[src/rtl/acc_pkg.sv]
// ============================================================================
// Module   : acc_pkg
// Brief    : Command encodings shared by the accumulator bank and its ALU.
// Revision : 1.0
// ============================================================================
`default_nettype none

package acc_pkg;

    localparam logic [1:0] ACC_OP_ADD   = 2'b00;
    localparam logic [1:0] ACC_OP_SUB   = 2'b01;
    localparam logic [1:0] ACC_OP_LOAD  = 2'b10;
    localparam logic [1:0] ACC_OP_CLEAR = 2'b11;

endpackage

`default_nettype wire

[src/rtl/acc_alu.sv]
// ============================================================================
// Module   : acc_alu
// Brief    : Combinational next-value/overflow logic for one accumulator.
//            ACC_SATURATE_EN clamps instead of wrapping.
// Revision : 1.0
// ============================================================================
`default_nettype none

module acc_alu
    import acc_pkg::*;
#(
    parameter int IN_WIDTH  = 5,
    parameter int ACC_WIDTH = 8
) (
    input  logic [IN_WIDTH-1:0]  i_operand,
    input  logic [ACC_WIDTH-1:0] i_cur,
    input  logic [1:0]           i_op,
    output logic [ACC_WIDTH-1:0] o_result,
    output logic                 o_ovf
);

    logic [ACC_WIDTH:0] w_opnd;
    logic [ACC_WIDTH:0] w_sum;
    logic [ACC_WIDTH:0] w_diff;

    // One extra bit holds the carry of ADD or the borrow of SUB.
    assign w_opnd = (ACC_WIDTH+1)'(i_operand);
    assign w_sum  = {1'b0, i_cur} + w_opnd;
    assign w_diff = {1'b0, i_cur} - w_opnd;

    always_comb begin
        o_result = '0;
        o_ovf    = 1'b0;
        case (i_op)
            ACC_OP_ADD: begin
                o_ovf = w_sum[ACC_WIDTH];
`ifdef ACC_SATURATE_EN
                o_result = w_sum[ACC_WIDTH] ? '1 : w_sum[ACC_WIDTH-1:0];
`else
                o_result = w_sum[ACC_WIDTH-1:0];
`endif
            end
            ACC_OP_SUB: begin
                o_ovf = w_diff[ACC_WIDTH];
`ifdef ACC_SATURATE_EN
                o_result = w_diff[ACC_WIDTH] ? '0 : w_diff[ACC_WIDTH-1:0];
`else
                o_result = w_diff[ACC_WIDTH-1:0];
`endif
            end
            ACC_OP_LOAD:  o_result = w_opnd[ACC_WIDTH-1:0];
            ACC_OP_CLEAR: o_result = '0;
            default:      o_result = '0;
        endcase
    end

endmodule

`default_nettype wire

[src/rtl/acc_bank.sv]
// ============================================================================
// Module   : acc_bank
// Brief    : Multi-channel accumulator bank with valid/ready command and
//            registered result ports. Build option: ACC_SATURATE_EN.
// Revision : 1.0
// ============================================================================
`default_nettype none

module acc_bank
    import acc_pkg::*;
#(
    parameter int IN_WIDTH  = 5,
    parameter int ACC_WIDTH = 8,
    parameter int CHANNELS  = 4,
    parameter int CH_BITS   = 2
) (
    input  logic                 pclk,
    input  logic                 reset,
    input  logic                 clock_enable,
    input  logic                 in_valid,
    output logic                 in_ready,
    input  logic [CH_BITS-1:0]   in_chan,
    input  logic [1:0]           in_op,
    input  logic [IN_WIDTH-1:0]  acc_in,
    output logic                 out_valid,
    input  logic                 out_ready,
    output logic [CH_BITS-1:0]   out_chan,
    output logic [ACC_WIDTH-1:0] acc_out,
    output logic                 out_ovf,
    output logic [CHANNELS-1:0]  ovf_sticky
);

    logic [ACC_WIDTH-1:0] r_acc [CHANNELS];
    logic [CHANNELS-1:0]  r_sticky;
    logic                 r_out_valid;
    logic [CH_BITS-1:0]   r_out_chan;
    logic [ACC_WIDTH-1:0] r_acc_out;
    logic                 r_out_ovf;

    logic                 w_accept;
    logic                 w_chan_ok;
    logic [ACC_WIDTH-1:0] w_cur;
    logic [ACC_WIDTH-1:0] w_new;
    logic                 w_alu_ovf;
    logic                 w_sticky_clr;

    assign in_ready     = clock_enable & reset & (~r_out_valid | out_ready);
    assign w_accept     = in_valid & in_ready;
    assign w_sticky_clr = (in_op == ACC_OP_LOAD) || (in_op == ACC_OP_CLEAR);

    // Channel indices beyond CHANNELS match nothing, so they read as invalid.
    always_comb begin
        w_chan_ok = 1'b0;
        w_cur     = '0;
        for (int i = 0; i < CHANNELS; i++) begin
            if (in_chan == CH_BITS'(i)) begin
                w_chan_ok = 1'b1;
                w_cur     = r_acc[i];
            end
        end
    end

    acc_alu #(
        .IN_WIDTH  (IN_WIDTH),
        .ACC_WIDTH (ACC_WIDTH)
    ) u_alu (
        .i_operand (acc_in),
        .i_cur     (w_cur),
        .i_op      (in_op),
        .o_result  (w_new),
        .o_ovf     (w_alu_ovf)
    );

    always_ff @(posedge pclk) begin
        if (!reset) begin
            for (int i = 0; i < CHANNELS; i++) begin
                r_acc[i] <= '0;
            end
            r_sticky    <= '0;
            r_out_valid <= 1'b0;
            r_out_chan  <= '0;
            r_acc_out   <= '0;
            r_out_ovf   <= 1'b0;
        end else if (clock_enable) begin
            if (w_accept && w_chan_ok) begin
                for (int i = 0; i < CHANNELS; i++) begin
                    if (in_chan == CH_BITS'(i)) begin
                        r_acc[i] <= w_new;
                        if (w_sticky_clr) begin
                            r_sticky[i] <= 1'b0;
                        end else if (w_alu_ovf) begin
                            r_sticky[i] <= 1'b1;
                        end
                    end
                end
                // A new result overwrites whatever is being consumed this edge.
                r_out_valid <= 1'b1;
                r_out_chan  <= in_chan;
                r_acc_out   <= w_new;
                r_out_ovf   <= w_alu_ovf;
            end else if (r_out_valid && out_ready) begin
                r_out_valid <= 1'b0;
            end
        end
    end

    assign out_valid  = r_out_valid;
    assign out_chan   = r_out_chan;
    assign acc_out    = r_acc_out;
    assign out_ovf    = r_out_ovf;
    assign ovf_sticky = r_sticky;

endmodule

`default_nettype wire

[config.mk]
export PLATFORM = sky130hd
export DESIGN_NAME = acc_bank
export DESIGN_NICKNAME = d
export VERILOG_FILES = /design/src/rtl/acc_pkg.sv /design/src/rtl/acc_alu.sv /design/src/rtl/acc_bank.sv
export SDC_FILE = /design/constraint.sdc
export NUM_CORES = 1
export LEC_CHECK = 0
export CAP_MARGIN = 30
export CORE_ASPECT_RATIO = 2
export CORE_MARGIN = 8
export CORE_UTILIZATION = 60
export CTS_CLUSTER_DIAMETER = 150
export DETAILED_ROUTE_END_ITERATION = 8
export PLACE_DENSITY = 0.85
export REMOVE_ABC_BUFFERS = 1
export SETUP_SLACK_MARGIN = 0.3
export SYNTH_ARGS = -nofsm -noshare
export SYNTH_HDL_FRONTEND = slang
export SYNTH_SLANG_ARGS = --single-unit
[constraint.sdc]
create_clock -name pclk -period 7.49 [get_ports pclk]
set_input_delay 0.749 -clock pclk [delete_from_list [all_inputs] [get_ports pclk]]
set_output_delay 0.749 -clock pclk [all_outputs]
set_load 0.1 [all_outputs]
==> metrics <==
pwr/cell area just under 200 nW/um^2; clk buf depth 2; final hold vios 0; routed via count 1965; DRC Markers 0; P_int 0.404 mW; Post-Synthesis Cell Area 2580 um^2; unrepaired setup endpoints after global routing no; Die Width 62.3 um; Detailed Routing Iterations Pass 1 4; I/O Pins 31; worst vdd ir roughly 0.17 mV; Final #Nets 292; CTS Buf Count 5; Rel. slew slack 33.6%; DR iter-0 viols 92; initial core utilization 60.6%; filler cell count 332; CTS tree built; Total Die Area 6780 um^2; Yosys top cell by area edfxtp_1; Clock Skew 0.00709 ns; Slew Limit Fails 0; warnings from Yosys 0; WHS around 0.48 ns; Routed WL per cell a little under 20 um; CP arrival 4.02 ns; EDFF count, synth 32; Final Instance Count excl. Fillers 320; period utilization 53.2%; switching power total 0.175 mW; Routed Antenna Nets 0; number of global-route vias before repair 2114; vias per cell 6.14; ys flop type edfxtp_1; Clock Power Share 26.2%; Die Span Y 109 um; Post-CTS Setup Bufs 0; RR Startpoint r_acc[1][0]; required time of the worst setup path 7.53 ns; placed cells 312; syn avg cell area 10.7 um^2; Comb pwr share 22.6%; Tot GR Track Use 19.4%; num rows 34; WS Path Type in2reg; Synth area leaders edfxtp_1 (37%), dfxtp_1 (12%), mux4_2 (6.1%); worst hold path type reg2reg; status finished, final reports clean; Worst setup endpoint r_acc[0][4]; # diodes 0; GR Overflow Total 0; fraction of layout cells with a size suffix above 1 9.02%; Cell variety after synth between 40 and 50; total power 0.578 mW; max cap viols 0; # hold bufs at CTS 0; sw frac 30.2%; CTS clk-pin slew, worst paths 0.09 ns; CTS Sinks 48; Post-DP HPWL 4580 um; Layout area overhead 15.5%; first-pass GRT wire length 10300 um; Yosys top cell area share 37.3%; Total Wirelength 6240 um; initial antenna violation count 0; Buffers on Ports 30; ys async rst share 0%; post-cts sizing count 0; worst skew pair latency 0.30 ns; final setup vio count 0; Worst Reg-to-Reg Cells 11; R2R Setup Slk around 4.6 ns; Max Freq 251 MHz; H-tree levels 2; Crit Path Max Fanout 15; synthesized flop and latch total 48; core footprint about 4300 um^2; routability congestion estimate 1.00; top-count cell post-synth edfxtp_1; Synth Instances 241; setup TNS 0 ns; Leak 1.12 nW; Seq/Total Area, Yosys 49.7%; crit path launch type input port; Tightest Pin Transition 0.993 ns; Post-synth top cells edfxtp_1 (32), nor2_1 (30), nand2_1 (25), dfxtp_1 (16), nor3_1 (14); pin count of the biggest net entering global routing 22; CTS Root Cell clkbuf_8; Final min period ~4.0 ns; Seq pwr share 51.3%; Crit. Startpoint in_chan[0]; CP Capture Type flop; end of the worst register-to-register path r_acc[0][4]
placed cells by master, fill, tap and decap left out, drive strengths merged, types with 5 or more instances in the layout:
cell	instances
edfxtp	32
nor2	30
clkdlybuf4s50	30
nand2	25
dfxtp	16
nor3	14
inv	12
ha	11
o21ai	10
nand3	8
mux4	7
clkbuf	7
a21oi	5
per-layer routing:
metal / up-vias / share of wire, % / global-route usage (%)
met5: - / 0 / 0
met4: 0 / 2.1 / 9.69
met3: 11 / 6.6 / 4.22
met2: 81 / 54 / 35.4
met1: 949 / 37 / 20.5
li1: 924 / - / -
power groups by stage:
stage	combinational (mW)	sequential (mW)	clock (mW)
floorplan	0.0674	0.324	0
global placement	0.127	0.302	0
detailed placement	0.130	0.303	0
CTS	0.130	0.296	0.153
global route	0.141	0.298	0.162
finish	0.131	0.296	0.151
metrics by stage:
step           utilization (%)  worst slack, ns  instance area [um^2]
2_1_floorplan                -             4.54                  2520
3_3_place_gp              68.0             3.27                  2890
3_5_place_dp              68.0             3.18                  2890
4_1_cts                   70.0             3.48                  2980
5_1_grt                   70.0             3.30                  2980
6_report                  70.0             3.51                  2980
cell families after synthesis:
| kind of cell | share of synthesized area, % |
|---|---|
| muxes | 8.20 |
| buffers and inverters | 4.08 |
| xor gates and xnor gates | 1.36 |
| adders and majority gates | 6.89 |
| AOI/OAI and AO/OA | 13.3 |
| DFF | 49.7 |
| and+or+nand+nor | 16.5 |
worst max-delay path, cell delays in order:
cell and delay [ns]:
clkdlybuf4s50_1 0.96, mux4_2 0.62, ha_1 0.42, nor2b_1 0.23
o21a_1 0.13, o21ai_0 0.09, and3_1 0.21, o31ai_1 0.52
nor2_1 0.10
worst min-delay path by stage:
stage                start          to  slack (ns)  cells past startpoint
2_1_floorplan  r_acc[0][6]  acc_out[6]        0.84                      4
3_3_place_gp    acc_out[6]  acc_out[6]        0.45                      2
3_5_place_dp    acc_out[6]  acc_out[6]        0.47                      2
4_1_cts         acc_out[6]  acc_out[6]        0.48                      2
5_1_grt         acc_out[6]  acc_out[6]        0.50                      2
6_report        acc_out[6]  acc_out[6]        0.48                      2
final cells by class:
cell class                      instances  area, um^2  area share, %
Clock buffer                            7        76.3           2.56
Clock inverter                          1        8.76          0.294
Inverter                               12        45.0           1.51
Multi-Input combinational cell        167        1190           40.0
Sequential cell                        48        1280           43.0
Tap cell                               54        67.6           2.27
Timing Repair Buffer                   31         308           10.3
registers in the layout, indices dropped and copies added, names as in the netlist:
signal and cells:
ovf_sticky 4, out_ovf 1, r_acc 32, out_valid 1, out_chan 2, acc_out 8
Note: power is estimated with default switching activity, not from simulation.
